===== config.mk =====
export PLATFORM = sky130hd
export DESIGN_NAME = mp_result_collector
export DESIGN_NICKNAME = d
export VERILOG_FILES = /design/src/rtl/mp_pkg.sv /design/src/rtl/mp_sync_fifo.sv /design/src/rtl/mp_result_collector.sv
export SDC_FILE = /design/constraint.sdc
export NUM_CORES = 1
export LEC_CHECK = 0
export ABC_AREA = 1
export BUFFER_PORTS_ARGS = -buffer_cell sky130_fd_sc_hd__buf_2
export CAP_MARGIN = 20
export CORE_MARGIN = 3
export CORE_UTILIZATION = 30
export CTS_CLUSTER_DIAMETER = 40
export DETAILED_ROUTE_END_ITERATION = 10
export PLACE_DENSITY = 0.52
export SYNTH_ARGS = -nofsm -noshare
export SYNTH_HDL_FRONTEND = slang
export SYNTH_SLANG_ARGS = --single-unit

===== constraint.sdc =====
create_clock -name clk -period 3.4 [get_ports clk]
set_clock_uncertainty 0.15 [all_clocks]
set_input_delay 0.68 -clock clk [delete_from_list [all_inputs] [get_ports clk]]
set_output_delay 0.68 -clock clk [all_outputs]
set_load 0.02 [all_outputs]

===== src/rtl/mp_pkg.sv =====
// Shared constants and helpers for the multiprocessor result path.
// Flag bit positions follow the core ALU flag word {Z,N,C,V}.
package mp_pkg;

  localparam int FLAG_W_DEF = 4;

  localparam int FLAG_Z = 3;
  localparam int FLAG_N = 2;
  localparam int FLAG_C = 1;
  localparam int FLAG_V = 0;

  // Bit width able to index n items, never below 1 so single-item ids stay legal.
  function automatic int clog2_min1(input int n);
    int r;
    r = 0;
    while ((1 << r) < n) r++;
    return (r < 1) ? 1 : r;
  endfunction

endpackage


===== src/rtl/mp_sync_fifo.sv =====
// Single-clock FIFO with registered storage; dout is the head entry read straight from storage.
// Push while full and pop while empty are ignored.
module mp_sync_fifo #(
  parameter int WIDTH = 8,
  parameter int DEPTH = 8,
  localparam int AW   = $clog2(DEPTH),
  localparam int CW   = $clog2(DEPTH + 1)
) (
  input  logic             clk,
  input  logic             reset,
  input  logic             push,
  input  logic [WIDTH-1:0] din,
  input  logic             pop,
  output logic [WIDTH-1:0] dout,
  output logic [CW-1:0]    count,
  output logic             full,
  output logic             empty
);

  logic [DEPTH-1:0][WIDTH-1:0] mem;
  logic [AW-1:0]               wptr, rptr;
  logic                        do_push, do_pop;

  assign full    = (count == CW'(DEPTH));
  assign empty   = (count == '0);
  assign do_push = push & ~full;
  assign do_pop  = pop & ~empty;
  assign dout    = mem[rptr];

  // Storage is cleared on reset so the head reads as zero until the first push.
  always_ff @(posedge clk or negedge reset) begin
    if (!reset) begin
      mem   <= '0;
      wptr  <= '0;
      rptr  <= '0;
      count <= '0;
    end else begin
      if (do_push) begin
        mem[wptr] <= din;
        wptr      <= wptr + 1'b1;
      end
      if (do_pop) rptr <= rptr + 1'b1;
      case ({do_push, do_pop})
        2'b10:   count <= count + 1'b1;
        2'b01:   count <= count - 1'b1;
        default: count <= count;
      endcase
    end
  end

endmodule


===== src/rtl/mp_result_collector.sv =====
// N-core result collector: round-robin grant over per-core valid/ready, core-id tagged FIFO,
// and sticky OR of all accepted flags.
module mp_result_collector
  import mp_pkg::*;
#(
  parameter int NUM_CORES = 4,
  parameter int DATA_W    = 8,
  parameter int FLAG_W    = FLAG_W_DEF,
  parameter int DEPTH     = 8,
  localparam int ID_W     = clog2_min1(NUM_CORES),
  localparam int CNT_W    = $clog2(DEPTH + 1)
) (
  input  logic                        clk,
  input  logic                        reset,
  input  logic [NUM_CORES-1:0]        in_valid,
  output logic [NUM_CORES-1:0]        in_ready,
  input  logic [NUM_CORES*DATA_W-1:0] in_result,
  input  logic [NUM_CORES*FLAG_W-1:0] in_flags,
  output logic                        out_valid,
  input  logic                        out_ready,
  output logic [DATA_W-1:0]           out_result,
  output logic [FLAG_W-1:0]           out_flags,
  output logic [ID_W-1:0]             out_core_id,
  input  logic                        clear_sticky,
  output logic [FLAG_W-1:0]           sticky_flags,
  output logic [CNT_W-1:0]            count
);

  localparam int EW = ID_W + DATA_W + FLAG_W;

  logic [NUM_CORES-1:0][DATA_W-1:0] res_a;
  logic [NUM_CORES-1:0][FLAG_W-1:0] flg_a;
  logic [ID_W-1:0]                  rr_ptr, gnt_id;
  logic [ID_W:0]                    idx_w;
  logic [ID_W-1:0]                  idx;
  logic                             gnt_any, full, empty, accept;
  logic [EW-1:0]                    din, dout;

  assign res_a = in_result;
  assign flg_a = in_flags;

  // First valid core at or after rr_ptr, wrapping modulo NUM_CORES.
  always_comb begin
    gnt_any = 1'b0;
    gnt_id  = '0;
    idx_w   = '0;
    idx     = '0;
    for (int k = 0; k < NUM_CORES; k++) begin
      idx_w = {1'b0, rr_ptr} + (ID_W+1)'(k);
      if (idx_w >= (ID_W+1)'(NUM_CORES)) idx_w = idx_w - (ID_W+1)'(NUM_CORES);
      idx = idx_w[ID_W-1:0];
      if (!gnt_any && in_valid[idx]) begin
        gnt_any = 1'b1;
        gnt_id  = idx;
      end
    end
  end

  // Reset term keeps in_ready low while reset is held, even though count already reads 0.
  assign accept = reset & ~full & gnt_any;

  for (genvar i = 0; i < NUM_CORES; i++) begin : g_rdy
    assign in_ready[i] = accept & (gnt_id == ID_W'(i));
  end

  assign din = {gnt_id, res_a[gnt_id], flg_a[gnt_id]};

  always_ff @(posedge clk or negedge reset) begin
    if (!reset) begin
      rr_ptr <= '0;
    end else if (accept) begin
      rr_ptr <= (gnt_id == ID_W'(NUM_CORES - 1)) ? '0 : gnt_id + 1'b1;
    end
  end

  // A clear coinciding with an accept keeps the new word's flags.
  always_ff @(posedge clk or negedge reset) begin
    if (!reset) begin
      sticky_flags <= '0;
    end else if (accept) begin
      sticky_flags <= clear_sticky ? flg_a[gnt_id] : (sticky_flags | flg_a[gnt_id]);
    end else if (clear_sticky) begin
      sticky_flags <= '0;
    end
  end

  mp_sync_fifo #(
    .WIDTH (EW),
    .DEPTH (DEPTH)
  ) u_fifo (
    .clk   (clk),
    .reset (reset),
    .push  (accept),
    .din   (din),
    .pop   (out_ready & ~empty),
    .dout  (dout),
    .count (count),
    .full  (full),
    .empty (empty)
  );

  assign out_valid                            = ~empty;
  assign {out_core_id, out_result, out_flags} = dout;

endmodule

# After elaboration in Yosys (flattened, before gate mapping)
# Index checks and enable logic that the tools add are counted.
[classes] addsub=12 order_cmp=12 eq_ne=6 mux=34 bitwise_logic=12 reduce_logical=11
[ops] op="$bwmux 112" n=1
[ops] op="$bmux 14 s3" n=1
[ops] op="$demux 14 s3" n=1
[ops] op="$mux 14" n=2
[ops] op="$mux 2" n=9
[ops] op="$bmux 8 s2" n=1
[ops] op="$mux 4" n=4
[ops] op="$lt 2x3->1 const B" n=5
[ops] op="$and 1x1->1" n=9
[ops] op="$ge 3x3->1 const B" n=3
[ops] op="$bmux 1 s2" n=4
[ops] op="$bmux 4 s2" n=1
[ops] op="$lt 3x4->1 const B" n=2
[ops] op="$mux 1" n=8
[ops] op="$mux 8" n=1
[ops] op="$pmux 4 s2" n=1
[ops] op="$sub 2x1->2 const B" n=4
[ops] op="$add 2x2->3 const B" n=2
[ops] op="$add 3x1->3 const B" n=2
[ops] op="$eq 2x2->1 const B" n=3
[ops] op="$add 4x1->4 const B" n=1
[ops] op="$eq 2x1->1 const B" n=2
[ops] op="$eq 4x4->1 const B" n=1
[ops] op="$logic_and 1x1->1" n=4
[ops] op="other kinds (11)" n=15
[totals] regBits=128 word_cells=100

# Longest topological paths before layout
[logic_depth] ltp_word=19 mapped_depth=16

# By module
# From an unflattened synthesis, not the netlist that was laid out.
[unflattened] hier_cells=1150 hier_area_um2=7885.1
[modules_own_cells] module="mp_sync_fifo" instances=1 cells_per_inst=964 area_each_um2=6792.8 seq_area_each_um2=3052.9
[modules_own_cells] module="mp_result_collector" instances=1 cells_per_inst=186 area_each_um2=1092.3 seq_area_each_um2=150.1

# Worst setup path before layout
# Ideal clock, no wire load.
[synth_path] kind="input port to output port" startpoint="input in_valid[3]" endpoint="output in_ready[0]" arrival_ns=2.198 t_required_ns=2.570 path_slack_ns=0.372 path_stages=12 path_buffers=2 cell_sequence="inv_1 nand2_1 nand3_1 nand2_2 nor2_4 nand3_4 nand3_4 buf_6 buf_2 ha_1 inv_1 nor2_1"
[synth_between] elab_chain_cells=14 elab_cells_between_ends=25
[synth_rtl] element="start, declared" line="mp_result_collector.sv:15" source="input logic [NUM_CORES-1:0] in_valid,"
[synth_rtl] element="$bmux 1 s2" line="mp_result_collector.sv:52" source="if (!gnt_any && in_valid[idx]) begin"
[synth_rtl] element="$mux 1 (not written as such)" line="mp_result_collector.sv:52"
[synth_rtl] element="$mux 1" line="mp_result_collector.sv:52"
[synth_rtl] element="$logic_not 1->1" line="mp_result_collector.sv:52"
[synth_rtl] element="$logic_and 1x1->1" line="mp_result_collector.sv:52"
[synth_rtl] element="$mux 1" line="mp_result_collector.sv:52"
[synth_rtl] element="$logic_not 1->1" line="mp_result_collector.sv:52"
[synth_rtl] element="$logic_and 1x1->1" line="mp_result_collector.sv:52"
[synth_rtl] element="$mux 1" line="mp_result_collector.sv:52"
[synth_rtl] element="$logic_not 1->1" line="mp_result_collector.sv:52"
[synth_rtl] element="$logic_and 1x1->1" line="mp_result_collector.sv:52"
[synth_rtl] element="$mux 1 / $mux 2 (equally long branches)" line="mp_result_collector.sv:52"
[synth_rtl] element="$and 1x1->1 / $logic_not 2->1 (equally long branches)" line="mp_result_collector.sv:60, mp_result_collector.sv:63"
[synth_rtl] element="$and 1x1->1 *" line="mp_result_collector.sv:63" source="assign in_ready[i] = accept & (gnt_id == ID_W'(i));"
[synth_rtl] element="end, declared" line="mp_result_collector.sv:16" source="output logic [NUM_CORES-1:0] in_ready,"
# Every way passes the cells marked *; elsewhere a longest branch is shown, timed or not. The select of a mux whose other input is x is not followed.

# Final worst setup path
[layout_path] startpoint="register rr_ptr[0]" endpoint="output in_ready[3]"
[layout_between] elab_chain_cells=16 elab_cells_between_ends=40
[layout_rtl] element="start, declared" line="mp_result_collector.sv:33" source="logic [ID_W-1:0] rr_ptr, gnt_id;"
[layout_rtl] element="start signal, assigned" line="mp_result_collector.sv:72" source="rr_ptr <= (gnt_id == ID_W'(NUM_CORES - 1)) ? '0 : gnt_id + 1'b1;"
[layout_rtl] element="parallel branches: the longest is 15 deep, another holds $add 2x1->3"
[layout_rtl] element="$and 1x1->1 *" line="mp_result_collector.sv:63"
# Mark *: on every way between the ends. The select of a mux whose other input is x is not followed.

==> impl_metrics.csv <==
group,metric,value,unit
cts,cts_sinks,128,
hold_path,hp-class,"primary input to async pin",
pwr,power_density,1260,mW/mm^2
pwr,power_switching,5600,uW
sta,hold_viol,0,
setup_path,crit_path_top_delay_cell,"dfrtp_2",
sta,max_freq,312,MHz
floorplan,die_x,162,um
placed_design,io_buffers,82,
global_routing,grt-ovfl-total,0,
pwr,p_leak,0.00425,uW
cts,clk_pin_slew,60,ps
cts,cts_tree,"yes",
floorplan,fp-row-count,56,
pwr,power_frac_comb,58.0,%
route,vias,6540,
cells_and_area,fin_nets,1063,
route,first_pass_iters,5,
job,drv_cap,0,
pwr,p_total,10900,uW
sta,drv_slew,0,
pwr,p_int,5260,uW
sta,setup_viol_count_final,0,
yosys,async_flop_share,100,%
setup_path,cp.required,2570,ps
cells_and_area,fillers,2571,
setup_path,path_common_cell,"nand2_2",
setup_path,crit_path_cell_trace,"buf_2 > nand2_1 > nand2_2 > nand2_2 > nand2_2 > nor2_4 > nand3_1 > nand3_1 > nand2_2 > inv_2 > ha_1 > inv_1 > nor2_1 > buf_2",
yosys,synthTopCellsByArea,"dfrtp_1 44%, nand2_1 12%, nand3_1 7.6%, nor2_1 5.5%, o21ai_0 5.4%",
yosys,ys_types,30,
route,drtIter0Drc,569,
floorplan,start_util,30.7,%
yosys,synth_warnings,0,
yosys,synthCells,920,
cts,ctsHoldBuffers,0,
route,ant_nets,0,
cells_and_area,ff_latch_area,0.00320,sq mm
route,viasPerCell,4.92,
setup_path,cp.arrival,2380,ps
yosys,synth_edf_count,0,
yosys,synth.top_cell.area_share,44.0,%
setup_path,critPathMaxFanout,7,
global_routing,grt_max_degree,129,
route,drcViolationCount,0,
sta,worst_pin_slew,779,ps
route,post_drt_wl_per_cell,17.6,um
yosys,avgSynthCellArea,7.91,sq um
setup_path,end_kind,"output pin",
yosys,synthFlopType,"dfrtp_1",
cts,clockRootBuffer,"clkbuf_16",
global_routing,grt_pass1_vias,6569,
global_routing,antenna_found_initial,0,
sta,slew_headroom,48.1,%
floorplan,die_height,162,um
sta,rsz0062_at_grt,"no",
placed_design,hpwl,15.2,mm
yosys,yosysMostFrequentCell,"nand2_1",
global_routing,grt_pass1_wl,37.1,mm
sta,period_share,94.3,%
run_status,status,"finished clean",
cts,clock_path_buffers,2,
placed_design,place.gp.congestion,0.819,
route,drt_wl_total,23.4,mm
pwr,p_clk_share,17.4,%
pwr,power_frac_seq,24.6,%
setup_path,slowest_delay,460,ps
setup_path,path_delay_family,"simple AND/OR/NAND/NOR gates",
floorplan,ios,83,
cts,h-tree-depth,4,
global_routing,grtUsageTotal,18.3,%
setup_path,crit_type,"flop to output pin",
floorplan,die_area,0.0262,sq mm
floorplan,core,0.0237,sq mm
cells_and_area,n_antenna_cell,0,
yosys,synth_area_leader_cell,"dfrtp_1",
cells_and_area,syn_to_final_growth,18.1,%
setup_path,start_kind,"flop",
yosys,synth_fp_nets,985,
cells_and_area,drive_gt1_share,24.9,%
setup_path,crit_buf_inv,4,
cts,cts-buffers-inserted,17,
yosys,yosysSeqAreaShare,44.0,%
cts,insertion_delay,420,ps
yosys,synthTopCellsByCount,"238 x nand2_1, 128 x dfrtp_1, 110 x nand3_1",
setup_path,startpoint,"rr_ptr[0]",
setup_path,crit-reg2reg-launch,"rr_ptr[0]",
pwr,switching_share,51.6,%
yosys,ys_ff_latch,128,
pwr,vdd_drop_max,0.000818,V
yosys,syn_area,0.00728,sq mm
cells_and_area,multi_input_area,0.00357,sq mm
sta,setup_tns,0,ps
sta,final.min_clock_period,3210,ps
[layer usage]
layer  vias to the layer above  share of wire, %  track usage (%)
li1                       3197                 -                -
met1                      3143                45             23.7
met2                       160                48             30.5
met3                        40               4.4             3.34
met4                         0               2.8             6.94
met5                         -                 0                0
[flip-flops by register name, indices dropped and copies added, names as in the netlist]
register      count
rr_ptr            2
u_fifo.rptr       3
sticky_flags      4
u_fifo.mem      112
u_fifo.wptr       3
u_fifo.count      4
[power by group through the flow]
stage,Sequential [uW],Clock (uW),Combinational (uW)
CTS,2670,1920,6300
detailed placement,2680,0,6290
floorplan,2630,0,4450
global route,2740,1990,7020
global placement,2680,0,6240
finish,2670,1890,6300
[kinds of logic after synthesis]
group / synth area share (%)
buffers and inverters: 7.06
flip-flops: 44.0
adder cells (fa/ha/maj): 1.55
AND/OR/NAND/NOR: 38.3
XOR/XNOR: 0.962
AO/OA/AOI/OAI: 8.13
[layout by cell type (no fill, tap or decap), drive strengths merged]
master and n:
clkinv 5, o21ai 79, clkbuf 18, inv 41, ha 9, o22ai 14
buf 110, a21oi 1, xor2 5, nand2 296, nand3 136, clkinvlp 5
xnor2 3, a32o 1, dfrtp 128, nor2 117, bufinv 3, a31oi 15
nand4 25
[final timing paths]
| path | slack, ps | end | depth (start not counted) |
|---|---|---|---|
| setup / recovery | 190 | in_ready[3] | 14 |
| hold / removal | 240 | u_fifo.mem[109] | 2 |
| setup reg to reg | 740 | u_fifo.count[2] | 14 |
| hold reg to reg | 320 | u_fifo.mem[25] | 2 |
| max in group asynchronous | 2220 | u_fifo.count[3] | 2 |
| min in group clk | 320 | u_fifo.mem[25] | 2 |
[per-stage QoR]
stage / setup slack, ps / utilization, % / std cells / hold WS (ps) / cell area, sq um
4_1_cts: 0.680 / 36.2 / 1327 / 326 / 8570
3_5_place_dp: 325 / 33.6 / 1295 / 310 / 7960
5_1_grt: 22.3 / 36.3 / 1330 / 344 / 8600
6_report: 193 / 36.3 / 1330 / 239 / 8600
3_3_place_gp: 368 / 33.6 / 1295 / 308 / 7960
2_1_floorplan: 372 / - / 920 / 234 / 7280
[area by class of cell]
| type | count | area share [%] |
|---|---|---|
| Clock inverter | 14 | 1.92 |
| Sequential cell | 128 | 37.3 |
| Multi-Input combinational cell | 701 | 41.5 |
| Timing Repair Buffer | 110 | 7.41 |
| Tap cell | 319 | 4.64 |
| Clock buffer | 18 | 5.11 |
| Inverter | 40 | 2.15 |
[worst register-to-register path, stage by stage (launching register included)]
cell     delay [ps]
dfrtp_2         460
buf_2           180
nand2_1          90
nand2_2          80
nand2_2          80
nand2_2          70
nor2_4          130
nand3_4         180
nand2_8         170
ha_1            240
xor2_1          240
ha_1            180
a21oi_1          50
xnor2_1         150
o21ai_0          90
[repair_timing]
| action | CTS | global route |
|---|---|---|
| endpoints found under the hold margin | 0 | 0 |
| gates resized for setup | 0 | 3 |
| buffers inserted | 0 | 3 |
| setup endpoints to repair | 0 | 4 |
Note: power is estimated with default switching activity, not from simulation.
